===== src/rtl/avg_uart_tx.sv =====
// avg_uart_tx: queues signed 8-bit moving-average samples in a small FIFO
// and sends each as one 8N1 UART frame (start, 8 data bits LSB first, stop)
// carrying the raw two's-complement byte.
//
// Ports
//   CLK100MHZ     system clock, rising edge
//   reset         synchronous active-high; clears FIFO, FSM and flags
//   start         transmit enable; gates FIFO pops only
//   sample        signed filtered average (sent as its bit pattern)
//   sample_valid  write strobe, one FIFO write per high cycle
//   tx            registered UART line, idles high
//   busy          high while a frame is in START, DATA or STOP
//   fifo_count    occupied FIFO entries
//   fifo_full     fifo_count == FIFO_DEPTH
//   overflow      sticky, set when a write is dropped
module avg_uart_tx #(
  parameter int CLKS_PER_BIT = 868,
  parameter int FIFO_DEPTH   = 8
) (
  input  logic                        CLK100MHZ,
  input  logic                        reset,
  input  logic                        start,
  input  logic [7:0]                  sample,
  input  logic                        sample_valid,
  output logic                        tx,
  output logic                        busy,
  output logic [$clog2(FIFO_DEPTH):0] fifo_count,
  output logic                        fifo_full,
  output logic                        overflow
);

  localparam int AW = $clog2(FIFO_DEPTH);
  localparam int CW = AW + 1;
  localparam int TW = $clog2(CLKS_PER_BIT);
  localparam logic [TW-1:0] T_LAST = TW'(CLKS_PER_BIT - 1);
  localparam logic [CW-1:0] C_FULL = CW'(FIFO_DEPTH);

  typedef enum logic [1:0] {IDLE, START, DATA, STOP} state_t;

  state_t        state, state_n;
  logic [TW-1:0] timer, timer_n;
  logic [2:0]    bit_idx, bit_n;
  logic [7:0]    shreg, shreg_n;
  logic          tx_n;

  logic [7:0]    mem [FIFO_DEPTH];
  logic [AW-1:0] wr_ptr, rd_ptr;
  logic [CW-1:0] cnt, cnt_n;
  logic          pop, wr_ok, last;

  // Pop looks at the pre-write count, so an empty FIFO being written this
  // cycle does not pop until the next one. A pop frees a slot, so a write
  // at full is still accepted in the same cycle.
  assign pop   = (state == IDLE) && start && (cnt != '0);
  assign wr_ok = sample_valid && ((cnt != C_FULL) || pop);
  assign cnt_n = cnt + CW'(wr_ok) - CW'(pop);
  assign last  = (timer == T_LAST);

  always_comb begin
    state_n = state;
    timer_n = timer;
    bit_n   = bit_idx;
    shreg_n = shreg;
    case (state)
      IDLE: begin
        if (pop) begin
          state_n = START;
          timer_n = '0;
          shreg_n = mem[rd_ptr];
        end
      end
      START: begin
        if (last) begin
          state_n = DATA;
          timer_n = '0;
          bit_n   = 3'd0;
        end else begin
          timer_n = timer + TW'(1);
        end
      end
      DATA: begin
        if (last) begin
          timer_n = '0;
          if (bit_idx == 3'd7) begin
            state_n = STOP;
          end else begin
            bit_n   = bit_idx + 3'd1;
            shreg_n = shreg >> 1;
          end
        end else begin
          timer_n = timer + TW'(1);
        end
      end
      default: begin
        if (last) begin
          state_n = IDLE;
          timer_n = '0;
        end else begin
          timer_n = timer + TW'(1);
        end
      end
    endcase
    // Line level follows the state being entered so tx is a clean register.
    case (state_n)
      START:   tx_n = 1'b0;
      DATA:    tx_n = shreg_n[0];
      default: tx_n = 1'b1;
    endcase
  end

  always_ff @(posedge CLK100MHZ) begin
    if (reset) begin
      state     <= IDLE;
      timer     <= '0;
      bit_idx   <= '0;
      shreg     <= '0;
      tx        <= 1'b1;
      wr_ptr    <= '0;
      rd_ptr    <= '0;
      cnt       <= '0;
      fifo_full <= 1'b0;
      overflow  <= 1'b0;
    end else begin
      state     <= state_n;
      timer     <= timer_n;
      bit_idx   <= bit_n;
      shreg     <= shreg_n;
      tx        <= tx_n;
      cnt       <= cnt_n;
      fifo_full <= (cnt_n == C_FULL);
      overflow  <= overflow | (sample_valid & ~wr_ok);
      if (wr_ok) wr_ptr <= wr_ptr + AW'(1);
      if (pop)   rd_ptr <= rd_ptr + AW'(1);
    end
  end

  // Storage needs no reset; occupancy is tracked by the pointers and count.
  always_ff @(posedge CLK100MHZ) begin
    if (!reset && wr_ok) mem[wr_ptr] <= sample;
  end

  assign busy       = (state != IDLE);
  assign fifo_count = cnt;

endmodule


===== config.mk =====
export PLATFORM = sky130hd
export DESIGN_NAME = avg_uart_tx
export DESIGN_NICKNAME = d
export VERILOG_FILES = /design/src/rtl/avg_uart_tx.sv
export SDC_FILE = /design/constraint.sdc
export NUM_CORES = 1
export LEC_CHECK = 0
export ABC_AREA = 1
export CAP_MARGIN = 20
export CORE_MARGIN = 2
export CORE_UTILIZATION = 56
export CTS_BUF_LIST = sky130_fd_sc_hd__clkbuf_8
export DETAILED_ROUTE_END_ITERATION = 6
export PLACE_DENSITY = 0.78
export REMOVE_ABC_BUFFERS = 1
export SLEW_MARGIN = 20
export SYNTH_ARGS = -nofsm -noshare
export SYNTH_HDL_FRONTEND = slang
export SYNTH_SLANG_ARGS = --single-unit

===== constraint.sdc =====
create_clock -name CLK100MHZ -period 2.1 [get_ports CLK100MHZ]
set_input_delay 0.63 -clock CLK100MHZ [delete_from_list [all_inputs] [get_ports CLK100MHZ]]
set_output_delay 0.63 -clock CLK100MHZ [all_outputs]
set_load 0.05 [all_outputs]

==> impl_metrics.json, run 1 <==
{
  "io-pin-count": 20,
  "place_area_mm2": 0.00502,
  "synthTopCellsByCount": "92 x nand2_1, 64 x edfxtp_1, 62 x nor2_1, 42 x inv_1, 39 x dfxtp_1",
  "start_util_pct": 58.1,
  "slowest_delay_ns": 0.36,
  "finalClockSkew_ns": 0.0108,
  "worstMarginPinSlew_ns": 0.521,
  "clockBufferDepth": 2,
  "dieArea_mm2": 0.00884,
  "area_growth_syn_to_layout_pct": 17.6,
  "grt_pass1_wl_um": 15200,
  "detail-route-antenna-nets": 0,
  "grt_max_degree": 33,
  "dieWidth_um": 94.0,
  "design.core.area_mm2": 0.00781,
  "globalplace.congestion": 0.810,
  "ys_top_cells_by_area": "edfxtp_1 42%, dfxtp_1 17%, nand2_1 7.6%",
  "io_buffer_count": 19,
  "fmax_mhz": 472,
  "setup_slack_ns": -0.0182,
  "endpoint_kind": "flop",
  "leakagePower_nw": 2.05,
  "clk_latency_ns": 0.37,
  "netSwitchingFraction_pct": 36.6,
  "final_area_mm2": 0.00534,
  "syn_avg_cell_area_um2": 9.56,
  "hold_path.class": "flop to flop",
  "drc": 0,
  "multi_input_area_mm2": 0.00167,
  "relSlewSlack_pct": 65.2,
  "dr.pass1.iters": 5,
  "p_per_area_mw_per_mm2": 1060,
  "post-synth-top-count-cell": "nand2_1",
  "p_comb_share_pct": 35.4,
  "cts_root_buf": "clkbuf_8",
  "nNetsFinal": 550,
  "rsz0062_at_grt": "true",
  "yosysUniqueCellTypes": 34,
  "seqCellArea_mm2": 0.00271,
  "fin_crit_sh_pct": 101,
  "worstPathCellList": "inv_2 > ha_4 > nand2_4 > nand3_4 > nor2_2 > inv_1 > nand2_2 > ha_4 > inv_2 > fa_2 > xor2_2 > nand3_1 > nor3_2",
  "diodes": 0,
  "synth_seq_cells": 103,
  "path_clk_slew_ns": 0.10,
  "via_per_inst": 5.43,
  "max_cap_viol_count": 0,
  "fin_crit_ns": 2.12,
  "cts.sinks": 103,
  "status": "finished with violations",
  "power_frac_clock_pct": 21.1,
  "p_int_mw": 3.60,
  "synth_top_area_cell": "edfxtp_1",
  "setup_violations": 1,
  "fin_cells": 634,
  "grt_pass1_vias": 3376,
  "hold_viol": 0,
  "violations": "negative setup slack",
  "grt_overflow": 0,
  "wl_per_cell_um": 14.6,
  "start_kind": "flop",
  "crit_fanout": 4,
  "cts_inserted_buffers": 9,
  "drt_iter0_drc": 198,
  "ys_seq_area_share_pct": 59.5,
  "dr_total_vias": 3441,
  "tritoncts": "done",
  "seq_power_share_pct": 43.5,
  "grt_antenna_before_repair": 0,
  "synth_cells": 475,
  "cp_data_required_time_ns": 2.40,
  "drv_slew": 0,
  "synth_top_flop_cell": "edfxtp_1",
  "htreeDepth": 3,
  "syn_area_mm2": 0.00454,
  "cp.arrival_ns": 2.42,
  "ir_drop_uv": 709,
  "post-place-cells": 612,
  "die_y_um": 94.0,
  "rows": 32,
  "p_sw_mw": 2.08,
  "cpMaxStageDelayCell": "fa_2",
  "synthArstFlopShare_pct": 0,
  "grt_use_total_pct": 22.6,
  "routed_wl_um": 9280,
  "crit_type": "flop to flop",
  "drive_gt1_share_pct": 18.4,
  "fillCellCount": 568,
  "holdBufCountCts": 0,
  "synth_top_area_share_pct": 42.3,
  "hpwl_um": 6420,
  "synth_edf_count": 64,
  "power_mw": 5.67,
  "synthesis.yosys.warnings": 0
}
[area by class of cell]
class,instances,share of cell area (%)
clock buffer,9,2.32
clock inverter,7,1.31
inverter,47,3.30
multi-input combinational,310,31.3
sequential,103,50.7
tap,102,2.39
timing repair buffer,56,8.69
[kinds of logic after synthesis]
logic type               after synthesis  share of synthesized area, %
buffers and inverters                 62                          5.43
AO/OA/AOI/OAI                         77                          10.0
adder cells (fa/ha/maj)               11                          3.20
flip-flops                           103                          59.5
XOR/XNOR                               3                         0.579
AND/OR/NAND/NOR                      219                          21.2
[stage by stage]
| step | setup WS, ns | hold slack (ns) | TNS, ns | util (%) |
|---|---|---|---|---|
| 2_1_floorplan | -0.495 | 0.433 | -23.55 | - |
| 3_3_place_gp | -0.549 | 0.443 | -15.69 | 64.3 |
| 3_5_place_dp | -0.694 | 0.444 | -19.50 | 64.3 |
| 4_1_cts | -0.00119 | 0.462 | -0.00119 | 67.7 |
| 5_1_grt | -0.131 | 0.499 | -0.537 | 68.4 |
| 6_report | -0.0182 | 0.460 | -0.0182 | 68.4 |
[sequential cells by signal (all words and copies together) (netlist names), named ones only]
name	flops
rd_ptr	3
state	2
timer	10
fifo_count	4
bit_idx	3
fifo_full	1
overflow	1
mem	64
shreg	8
wr_ptr	3
tx	1
[power by group through the flow]
stage          logic, mW  registers (mW)  clock network [mW]
3_5_place_dp        1.77            2.50                   0
3_3_place_gp        1.72            2.49                   0
6_report            2.01            2.47                1.20
5_1_grt             2.22            2.49                1.30
2_1_floorplan      0.921            2.66                   0
4_1_cts             1.92            2.46                1.23
[cells in the final DEF (no fill, tap or decap), drive strengths merged, types with 7 or more instances in the layout]
cell and n:
clkdlybuf4s50 9, nor3 9, o211ai 12, nand3 39, nor2 66, nand2 97
buf 43, edfxtp 64, clkbuf 9, inv 51, ha 10, dfxtp 39
a21oi 22, o21ai 37, nand4 7
[worst max-delay path, delay by kind of cell, from the launching register on]
kind,cells,cell delay (ns)
XOR/XNOR,1,0.18
adder cells (fa/ha/maj),3,0.64
buffers and inverters,3,0.19
flip-flops,1,0.35
AND/OR/NAND/NOR,6,0.68
[path summary, 6_finish.rpt]
kind,start,end,slack (ns),cells after the start
setup / recovery,fifo_count[2],fifo_full,-0.02,13
hold / removal,overflow,overflow,0.46,2
setup reg to reg,fifo_count[2],fifo_full,-0.02,13
hold reg to reg,overflow,overflow,0.46,2
[layer usage]
layer,part of all wire [%],GRT usage [%],vias up
met2,49,38.5,114
met1,42,26.7,1587
met3,6.3,5.94,24
li1,-,-,1716
met5,0,0,-
met4,2.6,10.4,0
[repair_timing]
action,CTS,global route
gates resized for setup,17,10
pin swaps,7,6
setup endpoints to repair,5,2
setup buffers,4,2
No activity file was read; power rests on OpenSTA's default activity.
==> run 2: changes to the inputs <==
--- a/config.mk
+++ b/config.mk
@@ -10,9 +10,11 @@
 export CORE_MARGIN = 2
 export CORE_UTILIZATION = 56
 export CTS_BUF_LIST = sky130_fd_sc_hd__clkbuf_8
+export CTS_CLUSTER_DIAMETER = 100
 export DETAILED_ROUTE_END_ITERATION = 6
 export PLACE_DENSITY = 0.78
 export REMOVE_ABC_BUFFERS = 1
+export SKIP_LAST_GASP = 1
 export SLEW_MARGIN = 20
 export SYNTH_ARGS = -nofsm -noshare
 export SYNTH_HDL_FRONTEND = slang
==> run 2 against run 1 <==
The run still ends with negative setup slack left. Cell area hardly changed. Sequential power hardly changed. Final cell count unchanged. Non-clock buffer count unchanged. Worst hold slack is essentially flat. Critical path depth increased by 2. Fmax grew 0.74%. Combinational power about the same. Setup slack improved by 0.016 ns.
==> impl_metrics.json, run 2 (synthesis results as in run 1) <==
{
  "clockBufferDepth": 2,
  "max_cap_viol_count": 0,
  "grt_max_degree": 33,
  "fin_cells": 634,
  "cts_inserted_buffers": 9,
  "cts_root_buf": "clkbuf_8",
  "largest_reg_flops": 64,
  "cts.sinks": 103,
  "drive_gt1_share_pct": 18.2,
  "worstMarginPinSlew_ns": 0.516,
  "setup_slack_ns": -0.00267,
  "drt_iter0_drc": 167,
  "drc": 0,
  "cp_data_required_time_ns": 2.40,
  "rsz0062_at_grt": "true",
  "fin_crit_sh_pct": 100,
  "path_clk_slew_ns": 0.10,
  "grt_overflow": 0,
  "fmax_mhz": 476,
  "hold_path.class": "flop to flop",
  "largest-register": "mem",
  "io-pin-count": 20,
  "hp-start": "overflow",
  "grt_pass1_wl_um": 15200,
  "fin_tns_setup_ns": -0.00267,
  "fillCellCount": 569,
  "setup_violations": 1,
  "grt_antenna_before_repair": 0,
  "htreeDepth": 3,
  "die_y_um": 94.0,
  "start_util_pct": 58.1,
  "most-common-layout-cells": "89 x nand2_1, 64 x edfxtp_1, 60 x nor2_1, 42 x buf_4, 39 x inv_1",
  "rows": 32,
  "hold-worst-slack_ns": 0.460,
  "wl_per_cell_um": 14.6,
  "nNetsFinal": 550,
  "design.core.area_mm2": 0.00781,
  "crit_fanout": 4,
  "dr.pass1.iters": 5,
  "post-place-cells": 612,
  "startpoint": "fifo_count[2]",
  "hpwl_um": 6420,
  "start_kind": "flop",
  "finalClockSkew_ns": 0.0129,
  "grt_use_total_pct": 22.6,
  "dieArea_mm2": 0.00884,
  "top_regs": "mem x64, timer x10, shreg x8",
  "violations": "negative setup slack",
  "hold_viol": 0,
  "ir_drop_uv": 706,
  "endpoint_kind": "flop",
  "diodes": 0,
  "detail-route-antenna-nets": 0,
  "leakagePower_nw": 2.05,
  "fin_crit_ns": 2.10,
  "p_per_area_mw_per_mm2": 1060,
  "area_growth_syn_to_layout_pct": 17.5,
  "relSlewSlack_pct": 65.6,
  "status": "finished with violations",
  "dr_total_vias": 3463,
  "reg2reg_from": "fifo_count[2]",
  "routed_wl_um": 9250,
  "power_mw": 5.67,
  "cp.arrival_ns": 2.40,
  "globalplace.congestion": 0.810,
  "tritoncts": "done",
  "io_buffer_count": 19,
  "final_common_cell": "nand2_1",
  "via_per_inst": 5.46,
  "dieWidth_um": 94.0,
  "drv_slew": 0,
  "crit_type": "flop to flop",
  "clk_latency_ns": 0.37,
  "grt_pass1_vias": 3371
}
==> run 2: cell counts in the layout (fill, tap and decap cells not counted) <==
Identical to the previous run, type by type.
==> run 2: routing by layer <==
layer  part of all wire (%)  vias to the layer above  global-route usage [%]
met5                      0                        -                       0
met4                    1.9                        0                    10.1
met3                    6.0                       16                    5.86
met2                     50                      111                    38.6
met1                     42                     1621                    26.7
li1                       -                     1715                       -
==> run 2: through the flow <==
step	cell area, µm²	setup slack [ns]	util (%)
after global routing	5340	-0.0943	68.3
after detailed placement	5020	-0.694	64.3
after CTS	5270	-0.0217	67.5
final	5340	-0.00267	68.3
after floorplan	4470	-0.495	-
after global placement	5020	-0.549	64.3
==> run 2: cell type report <==
cell class	count	area, µm²	area share, %
clock buffers	9	124	2.32
clock inverters	7	70.1	1.31
inverters	47	176	3.31
multi-input cells	310	1670	31.3
flip-flops and latches	103	2710	50.7
well taps	102	128	2.39
repair buffers	56	464	8.70
==> run 2: where the power goes <==
group	leakage (nW)	switching [mW]	internal (mW)
combinational	1.05	1.21	0.799
clock	0.101	0.730	0.468
sequential	0.897	0.138	2.33
total	2.05	2.07	3.60
==> run 2: what timing repair did <==
action,4_1_cts,5_1_grt
hold buffers,0,0
setup buffers,4,2
endpoints found under the hold margin,0,0
endpoints found under the setup margin,5,3
resized for setup,13,13
pin swaps,7,6
==> run 2: worst paths after layout <==
check,to,slack (ns),cells after the start
setup reg to reg,fifo_full,-0.003,15
setup / recovery,fifo_full,-0.003,15
hold / removal,overflow,0.46,2
hold reg to reg,overflow,0.46,2
==> run 2: worst max-delay path, stage by stage (launching register included) <==
cell and delay (ns):
dfxtp_2 0.35, inv_2 0.05, ha_4 0.15, nand2_4 0.08
nand3_4 0.10, nand3_2 0.09, nand2_2 0.06, inv_2 0.07
nand2_2 0.05, nand2_2 0.06, ha_4 0.13, inv_2 0.04
fa_2 0.37, xor2_2 0.18, nand3_1 0.10, nor3_2 0.16
